**src/rtl/dds_freq_meter.sv**
```systemverilog
// Period meter for an 8-bit unsigned sine stream: a midscale Schmitt trigger
// detects rising crossings, and periods between them are averaged over 2^AVG_LOG2 cycles.
module dds_freq_meter #(
  parameter int MID      = 128,
  parameter int HYST     = 8,
  parameter int CNT_W    = 16,
  parameter int AVG_LOG2 = 2
) (
  input  logic             clk,
  input  logic             rst,
  input  logic [7:0]       sample_in,
  input  logic             sample_valid,
  output logic [CNT_W-1:0] period_out,
  output logic             period_valid,
  output logic             locked,
  output logic             overflow
);

  localparam int ACC_W = CNT_W + AVG_LOG2;
  localparam logic [7:0] RISE_TH = 8'(MID + HYST);
  localparam logic [7:0] FALL_TH = 8'(MID - HYST);
  localparam logic [CNT_W-1:0] CNT_MAX = '1;

  typedef enum logic [1:0] {LVL_UNKNOWN, LVL_LOW, LVL_HIGH} level_t;
  typedef enum logic {SEARCH, MEASURE} state_t;

  level_t              level;
  state_t              state;
  logic [CNT_W-1:0]    cnt;
  logic [ACC_W-1:0]    acc;
  logic [AVG_LOG2-1:0] pcount;

  logic                above;
  logic                below;
  logic                rise;
  logic [CNT_W-1:0]    candidate;
  logic [ACC_W-1:0]    sum;

  // Only a LOW->HIGH transition counts; leaving UNKNOWN never produces an event.
  assign above     = (sample_in >= RISE_TH);
  assign below     = (sample_in <= FALL_TH);
  assign rise      = (level == LVL_LOW) && above;
  assign candidate = cnt + 1'b1;
  assign sum       = acc + ACC_W'(candidate);

  always_ff @(posedge clk) begin
    if (rst) begin
      level        <= LVL_UNKNOWN;
      state        <= SEARCH;
      cnt          <= '0;
      acc          <= '0;
      pcount       <= '0;
      period_out   <= '0;
      period_valid <= 1'b0;
      locked       <= 1'b0;
      overflow     <= 1'b0;
    end else begin
      period_valid <= 1'b0;
      if (sample_valid) begin
        if (above) begin
          level <= LVL_HIGH;
        end else if (below) begin
          level <= LVL_LOW;
        end

        // A saturated counter wins over any event on the same sample.
        if (cnt == CNT_MAX) begin
          overflow <= 1'b1;
          locked   <= 1'b0;
          state    <= SEARCH;
          acc      <= '0;
          pcount   <= '0;
          cnt      <= '0;
        end else if (rise) begin
          cnt <= '0;
          if (state == SEARCH) begin
            state <= MEASURE;
          end else if (&pcount) begin
            period_out   <= sum[ACC_W-1:AVG_LOG2];
            period_valid <= 1'b1;
            locked       <= 1'b1;
            overflow     <= 1'b0;
            acc          <= '0;
            pcount       <= '0;
          end else begin
            acc    <= sum;
            pcount <= pcount + 1'b1;
          end
        end else begin
          cnt <= cnt + 1'b1;
        end
      end
    end
  end

endmodule

```
**config.mk**
```make
export PLATFORM = sky130hd
export DESIGN_NAME = dds_freq_meter
export DESIGN_NICKNAME = d
export VERILOG_FILES = /design/src/rtl/dds_freq_meter.sv
export SDC_FILE = /design/constraint.sdc
export NUM_CORES = 1
export LEC_CHECK = 0
export BUFFER_PORTS_ARGS = -buffer_cell sky130_fd_sc_hd__buf_2
export CAP_MARGIN = 15
export CORE_MARGIN = 4
export CORE_UTILIZATION = 45
export DETAILED_ROUTE_END_ITERATION = 12
export GPL_TIMING_DRIVEN = 0
export MAX_ROUTING_LAYER = met4
export PLACE_DENSITY = 0.61
export SYNTH_ARGS = -nofsm -noshare
export SYNTH_HDL_FRONTEND = slang
export SYNTH_SLANG_ARGS = --single-unit
```
**constraint.sdc**
```tcl
create_clock -name clk -period 4.4 [get_ports clk]
set_input_delay 0.66 -clock clk [delete_from_list [all_inputs] [get_ports clk]]
set_output_delay 0.66 -clock clk [all_outputs]
set_load 0.005 [all_outputs]
```
==> Word-level counts from Yosys, hierarchy flattened <==
Index checks and enable logic that the tools add are counted.
Widths: inputs -> output; s select.
{ "totals": {"reg_bits": 58, "output_inout_bits": 19} }
{ "op_classes": {"n_addsub": 3, "n_lt_le_gt_ge": 2, "eq_ne": 2, "mux": 23, "bitwise_logic": 4, "n_reduce_logical": 12} }
{ "op_table": {"columns": ["operator", "n"], "rows": [
  ["$mux 18", 4],
  ["$mux 16", 2],
  ["$add 18x16->18", 1],
  ["$add 16x1->16 const B", 1],
  ["$eq 16x16->1 const B", 1],
  ["$mux 2", 6],
  ["$mux 1", 11],
  ["$ge 8x8->1 const B", 1],
  ["$le 8x7->1 const B", 1],
  ["$reduce_bool 2->1", 4],
  ["$reduce_and 2->1", 3],
  ["$reduce_and 6->1", 1],
  ["$reduce_or 5->1", 1],
  ["$not 1->1", 4],
  ["$reduce_and 4->1", 1],
  ["$reduce_and 3->1", 1],
  ["$add 2x1->2 const B", 1],
  ["$eq 2x1->1 const B", 1],
  ["$logic_and 1x1->1", 1]
]} }

==> Depth between registers and ports, before layout <==
Gate-level depths: netlist of run 1.
{ "logic_depth": {"word_depth": 6, "depth_mapped": 14, "mapped_depth_nobuf": 13} }

==> Worst setup path before layout of run 1 <==
Ideal clock, no wire load.
{ "synth_path": {"path_kind": "reg2reg", "startpoint": "reg cnt[2]", "endpoint": "reg acc[16]", "setup_ns": 0.075, "arrival_ns": 3.090, "setup_slack_ns": 1.235, "path_stages_with_launch": 15, "n_path_buf": 2, "cell_sequence": "dfxtp_1 buf_2 nand3_1 nor4_2 and3_1 buf_2 nand3_1 xnor2_1 ha_1 a21o_1 a21o_1 a311oi_1 a21oi_1 or4b_1 a31oi_1"} }
{ "synth_between": {"elab_chain_len": 6} }
{ "synth_rtl": {"columns": ["element", "line_no", "text"], "rows": [
  ["start, declared", "29", "logic [CNT_W-1:0] cnt;"],
  ["start signal, assigned", "90", "cnt <= cnt + 1'b1;"],
  ["$add 16x1->16", "43", "assign candidate = cnt + 1'b1;"],
  ["$add 18x16->18", "44", "assign sum = acc + ACC_W'(candidate);"],
  ["$mux 18", "78", "end else if (&pcount) begin"],
  ["$mux 18", "76", "if (state == SEARCH) begin"],
  ["$mux 18", "74", "end else if (rise) begin"],
  ["$mux 18", "67", "if (cnt == CNT_MAX) begin"],
  ["end signal, assigned", "86", "acc <= sum;"],
  ["end, declared", "30", "logic [ACC_W-1:0] acc;"]
]} }
Parallel ways exist; a longest one is shown, timed or not. The select of a mux whose other input is x is not followed.
A chain may end at the register's enable or synchronous reset.

==> Worst setup path in the final report of run 1 <==
Ends and elaborated chain as after synthesis.

==> results of run 1 <==
[path summary, 6_finish.rpt]
check	to	slack (ns)	cells after the start
min	period_out[5]	0.45	2
min reg2reg	period_out[5]	0.45	2
max	acc[16]	0.78	14
max reg2reg	acc[16]	0.78	14
[metal layers]
metal / vias up / share of wire (%) / track usage [%]
li1: 1518 / - / -
met1: 1317 / 49 / 25.5
met2: 53 / 45 / 29.0
met3: 11 / 4.5 / 3.87
met4: 0 / 1.6 / 8.29
met5: - / 0 / -
[worst register-to-register path, stage by stage (launching register included)]
cell,delay (ns)
dfxtp_1,0.30
buf_2,0.18
nand3_1,0.15
nor4_2,0.39
and3_1,0.19
buf_2,0.16
nand3_1,0.11
xnor2_1,0.26
ha_1,0.37
a21o_1,0.21
a21o_1,0.18
a311oi_1,0.25
a21oi_1,0.18
or4b_1,0.49
a31oi_1,0.13
[cell type report]
type / count / area (µm²)
Buffer: 23 / 140
Clock buffer: 13 / 159
Fill cell: 738 / 3460
Inverter: 5 / 18.8
Multi-Input combinational cell: 316 / 2090
Sequential cell: 58 / 1160
Tap cell: 99 / 124
Timing Repair Buffer: 28 / 140
[state kept, by name (all words and copies together) (netlist names)]
name and flops:
pcount 2, level 2, acc 18, state 1, period_out 16, period_valid 1
locked 1, cnt 16, overflow 1
[cells by family (layout without fill, tap and decap cells)]
kind of cell,Yosys count,after routing,share of synthesized area [%]
flops,58,58,34.0
simple gates,160,160,23.0
fa+ha+maj,19,19,7.19
compound gates,96,96,20.5
xor+xnor,40,40,10.3
mux,1,1,0.293
buf+inv,28,69,4.66
[layout by cell type, fill, tap and decap left out, types with 9 or more instances in the layout]
master	netlist	routed
clkbuf_1	11	13
nand4_1	11	11
nand2_1	48	48
clkbuf_8	0	11
a21oi_1	26	26
o21ai_0	11	11
dfxtp_1	58	58
nand3_1	20	20
buf_2	4	32
xor2_1	26	26
nor2_1	42	42
a22oi_1	9	9
ha_1	18	18
xnor2_1	14	14
[power groups by stage]
stage	Sequential, mW	Combinational (mW)	Clock (mW)
floorplan	0.543	0.0290	0
global placement	0.544	0.0438	0
detailed placement	0.544	0.0445	0
CTS	0.532	0.0447	0.435
global route	0.532	0.0493	0.461
finish	0.532	0.0439	0.427
[through the flow]
step | worst slack [ns] | utilization [%]
6_report | 0.782 | 52.6
3_5_place_dp | 0.818 | 50.4
2_1_floorplan | 1.24 | -
3_3_place_gp | 0.820 | 50.4
5_1_grt | 0.488 | 52.6
4_1_cts | 0.794 | 52.6
==> run metrics, run 1 <==
status complete, no violations; net switching fraction of the power 23.2%; WHS 0.449 ns; final WL a little under 8000 µm; critical path launch point type flop; first-pass GRT wire length roughly 13000 µm; asr flop ratio synth 0%; Seq cells post-synth between 50 and 60; post-CTS sizing 0; DRC viols 0; CTS tree yes; Yosys top cell by area dfxtp_1; Final nets around 470; largest net degree at the start of global routing 11; skew final about 0.0087 ns; cell family with most CP delay simple AND/OR/NAND/NOR gates; num rows 31; fin area 0.00383 mm²; hold_buf cts 0; PortBufs 28; Max Cap Viol 0; post-synth cell types 65; Critical-path top delay cell or4b_1; setup_tns 0 ns; PwrDens approximately 260 mW/mm²; HP Start period_out[5]; Clk network pwr share between 40% and 50%; Pre-antenna DRT Iters 4; Area Growth Syn to Fin 12.4%; Wirelength per Cell about 15 µm; top_reg_cell synth dfxtp_1; crit path capture type flop; worst-path cell chain buf_2, nand3_1, nor4_2, and3_1, buf_2, nand3_1, xnor2_1, ha_1, a21o_1, a21o_1, a311oi_1, a21oi_1, or4b_1, a31oi_1; diode count 0; slowest stage delay, CP 0.49 ns; dpl cell area ~0.0037 mm²; Max Freq approximately 0.28 GHz; Worst slew margin a little under three fifths; CTS buffer count 9; die width 95.1 µm; ranking of synthesized cells by instance count 58 x dfxtp_1, 48 x nand2_1, 42 x nor2_1; Post-synth EDFFs 0; DIE AREA approximately 0.0090 mm²; core footprint 0.00729 mm²; H-Tree Depth 3; GRT Util Overall between 15 and 20%; sequential share of power 53.1%; Final Power 1.00 mW; crit-path max FO 7; clk_lat worst skew between 0.3 and 0.4 ns; clock slew at reported path FFs 0.07 ns; DR vias around 2900; crit path time final around 3.6 ns; yosys warns 0; worst path bufs/invs 2; post-DP HPWL 5870 µm; Final ANT Viol Nets 0; register area share after synthesis approximately a third; CTS Buffer Depth 2; worst path arrival time approximately 3.9 ns; Die H 95.1 µm; most common cell in the netlist dfxtp_1; Slew @ Worst Pin roughly 0.66 ns; Yosys top cell area share between 30 and 40%; Mapped Area around 0.0034 mm²; Worst Setup SP cnt[2]; Post-Layout Cell Count 542; initial cell density of the core between 40% and 50%; IO Count 30; Worst Setup Path Type reg -> reg; grt ovf 0; Fin. Hold Viols 0; syn_area_per_cell approximately 8.5 µm²; post-placement cell count 529; Min-Delay Path Class reg -> reg; final worst-path cycle share around 82%; Syn Nets 432; Net Sw Power 233 µW; VDD IR max ~0.13 mV; RSZ-0062 raised after global routing false; Clock Sinks slightly below 60; internal power about 770 µW; R2R Path Start cnt[2]; share of cells above drive strength 1 15.8%; RePlAce Congestion about 0.85; initial DRC count roughly 140; final slew viol count 0; final setup violating endpoints 0; Vias per Instance 5.35; root buffer cell clkbuf_8; Leak around 1.6 nW; antenna violations before repair 0; Post-CTS Setup Inserts 0; vias in the first global route ~2700; Syn Inst Count about 400; Critical Path RT between 4 and 5 ns; Gate power share roughly 4.4%; Synth area leaders dfxtp_1 34%, xor2_1 6.7%, ha_1 6.6%, nand2_1 5.3%, nor2_1 4.6%
Note: power is estimated with default switching activity, not from simulation.
==> run 2, diff against run 1 <==
PLACE_DENSITY = 0.63   (was 0.61)
clock period = 3 ns   (was 4.4 ns; I/O delays follow)
==> run metrics, run 2 (synthesized netlist as in run 1, its figures left out) <==
status complete, but fails checks; failing checks setup timing; final slew viol count 0 (unchanged); GRT Util Overall 21.0% (+1.6 points); final worst-path cycle share 102% (+19 points); CTS Buffer Depth 2 (unchanged); antenna violations before repair 0 (unchanged); DR vias 3108 (+7.2%); diode count 0 (unchanged); worst path bufs/invs 1 (-1); initial cell density of the core 46.8% (unchanged); hold_buf cts 0 (unchanged); VDD IR max 0.159 mV (+24%); Final nets 494 (+4.9%); post-DP HPWL 5800 µm (-1.2%); core footprint 0.00729 mm² (unchanged); clk_lat worst skew 0.35 ns (about the same); RePlAce Congestion 0.861 (+0.82%); final setup violating endpoints 1 (+1); Vias per Instance 5.47 (+2.3%); H-Tree Depth 3 (unchanged); Pre-antenna DRT Iters 4 (unchanged); number of flip-flops in the largest register 18 (unchanged); WHS 0.451 ns (+0.00217 ns); Top reg by flops acc; worst-path cell chain nand2_4, nor4_4, and3_1, buf_6, nand3_4, xnor2_4, ha_4, a21o_1, a21o_1, a311oi_2, a21oi_2, or4b_1, a31oi_1; clock slew at reported path FFs 0.07 ns (about the same); Critical-path top delay cell or4b_1; RSZ-0062 raised after global routing true; crit-path max FO 3 (-4); crit path time final 3.05 ns (-0.572 ns); Worst slew margin 55.2% (-0.60 points); PortBufs 28 (unchanged); die width 95.1 µm (unchanged); Max Freq 0.328 GHz (+19%); PwrDens 361 mW/mm² (+38%); Area Growth Syn to Fin 29.6%; first-pass GRT wire length 14300 µm (+9.5%); grt ovf 0 (unchanged); final WL 8800 µm (+12%); Fill cells 656 (-11%); dpl cell area 0.00371 mm² (+0.92%); root buffer cell clkbuf_8; critical path launch point type flop; Clock Sinks 58 (unchanged); slowest stage delay, CP 0.47 ns (-0.02 ns); IO Count 30 (unchanged); skew final 0.00870 ns (-0.00000830 ns); vias in the first global route 2981 (+11%); fin area 0.00442 mm² (+15%); Max Cap Viol 0 (unchanged); Min-Delay Path Class reg -> reg; Die H 95.1 µm (unchanged); commonest cells after routing, fill and taps aside 49 x dfxtp_1, 47 x nand2_1, 42 x nor2_1; cell family with most CP delay simple AND/OR/NAND/NOR gates; Final Worst Setup Slack -0.0455 ns (-0.828 ns); Slew @ Worst Pin 0.673 ns (+0.0130 ns); R2R Setup Slk -0.05 ns (-0.83 ns); worst path arrival time 3.32 ns (-0.58 ns); Largest regs acc (18), cnt (16), period_out (16); DIE AREA 0.00904 mm² (unchanged); Fin. Hold Viols 0 (unchanged); CTS buffer count 9 (unchanged); most common cell after layout, fill and taps aside dfxtp_1; num rows 31 (unchanged); initial DRC count 152 (+7.0%); crit path capture type flop; DRC viols 0 (unchanged); Leak 1.87 nW (+16%); CTS tree yes; share of cells above drive strength 1 29.9% (+14 points); Crit path top cell by count a21o_1; Critical Path RT 3.28 ns (-1.40 ns); Worst Setup Path Type reg -> reg; Wirelength per Cell 15.5 µm (+6.5%); Final ANT Viol Nets 0 (unchanged); largest net degree at the start of global routing 11 (unchanged)
## run 2: cell type report
cell class	instances	area (µm²)	share of cell area, %
plain buffers	18	126	2.86
clock buffers	15	196	4.44
clock inverters	1	5.00	0.113
inverters	5	18.8	0.425
multi-input cells	316	2390	54.2
flip-flops and latches	58	1180	26.8
well taps	99	124	2.80
repair buffers	56	370	8.38
## run 2: layer usage
metal | routed length, µm | vias up | global-route usage [%]
li1 | - | 1573 | -
met1 | 4120 | 1438 | 26.6
met2 | 4090 | 75 | 32.4
met3 | 396 | 22 | 4.42
met4 | 201 | 0 | 9.25
met5 | 0 | - | -
## run 2: stage by stage
step | TNS, ns | setup WS, ns | utilization (%) | power, mW | cells
4_1_cts | -0.0325 | -0.0325 | 58.6 | 1.60 | 565
3_5_place_dp | -2.22 | -0.396 | 50.9 | 0.865 | 529
2_1_floorplan | 0 | 0.00350 | - | 0.841 | 402
3_3_place_gp | -1.91 | -0.358 | 50.9 | 0.863 | 529
6_report | -0.0455 | -0.0455 | 60.6 | 1.59 | 568
5_1_grt | -0.486 | -0.154 | 60.6 | 1.65 | 568
## run 2: worst paths after layout
path,endpoint,depth (start not counted),from
worst max-delay path,acc[16],13,cnt[0]
worst min-delay path,period_out[5],2,period_out[5]
worst max register to register,acc[16],13,cnt[0]
worst min register to register,period_out[5],2,period_out[5]
## run 2: what timing repair did
item | in CTS | in global routing
setup endpoints to repair | 10 | 13
pin swaps | 19 | 25
buffers inserted | 21 | 7
resized for setup | 39 | 21
## run 2: report_power, final
part | switching [mW] | internal [mW]
logic | 0.0471 | 0.0302
clock network | 0.325 | 0.412
registers | 0.00661 | 0.772
## run 2: worst register-to-register path, delay by kind of cell, from the launching register on
kind | cells | cell delay, ns
compound gates | 5 | 0.84
xor+xnor | 1 | 0.20
fa+ha+maj | 1 | 0.23
buf+inv | 1 | 0.12
flops | 1 | 0.39
simple gates | 5 | 1.17
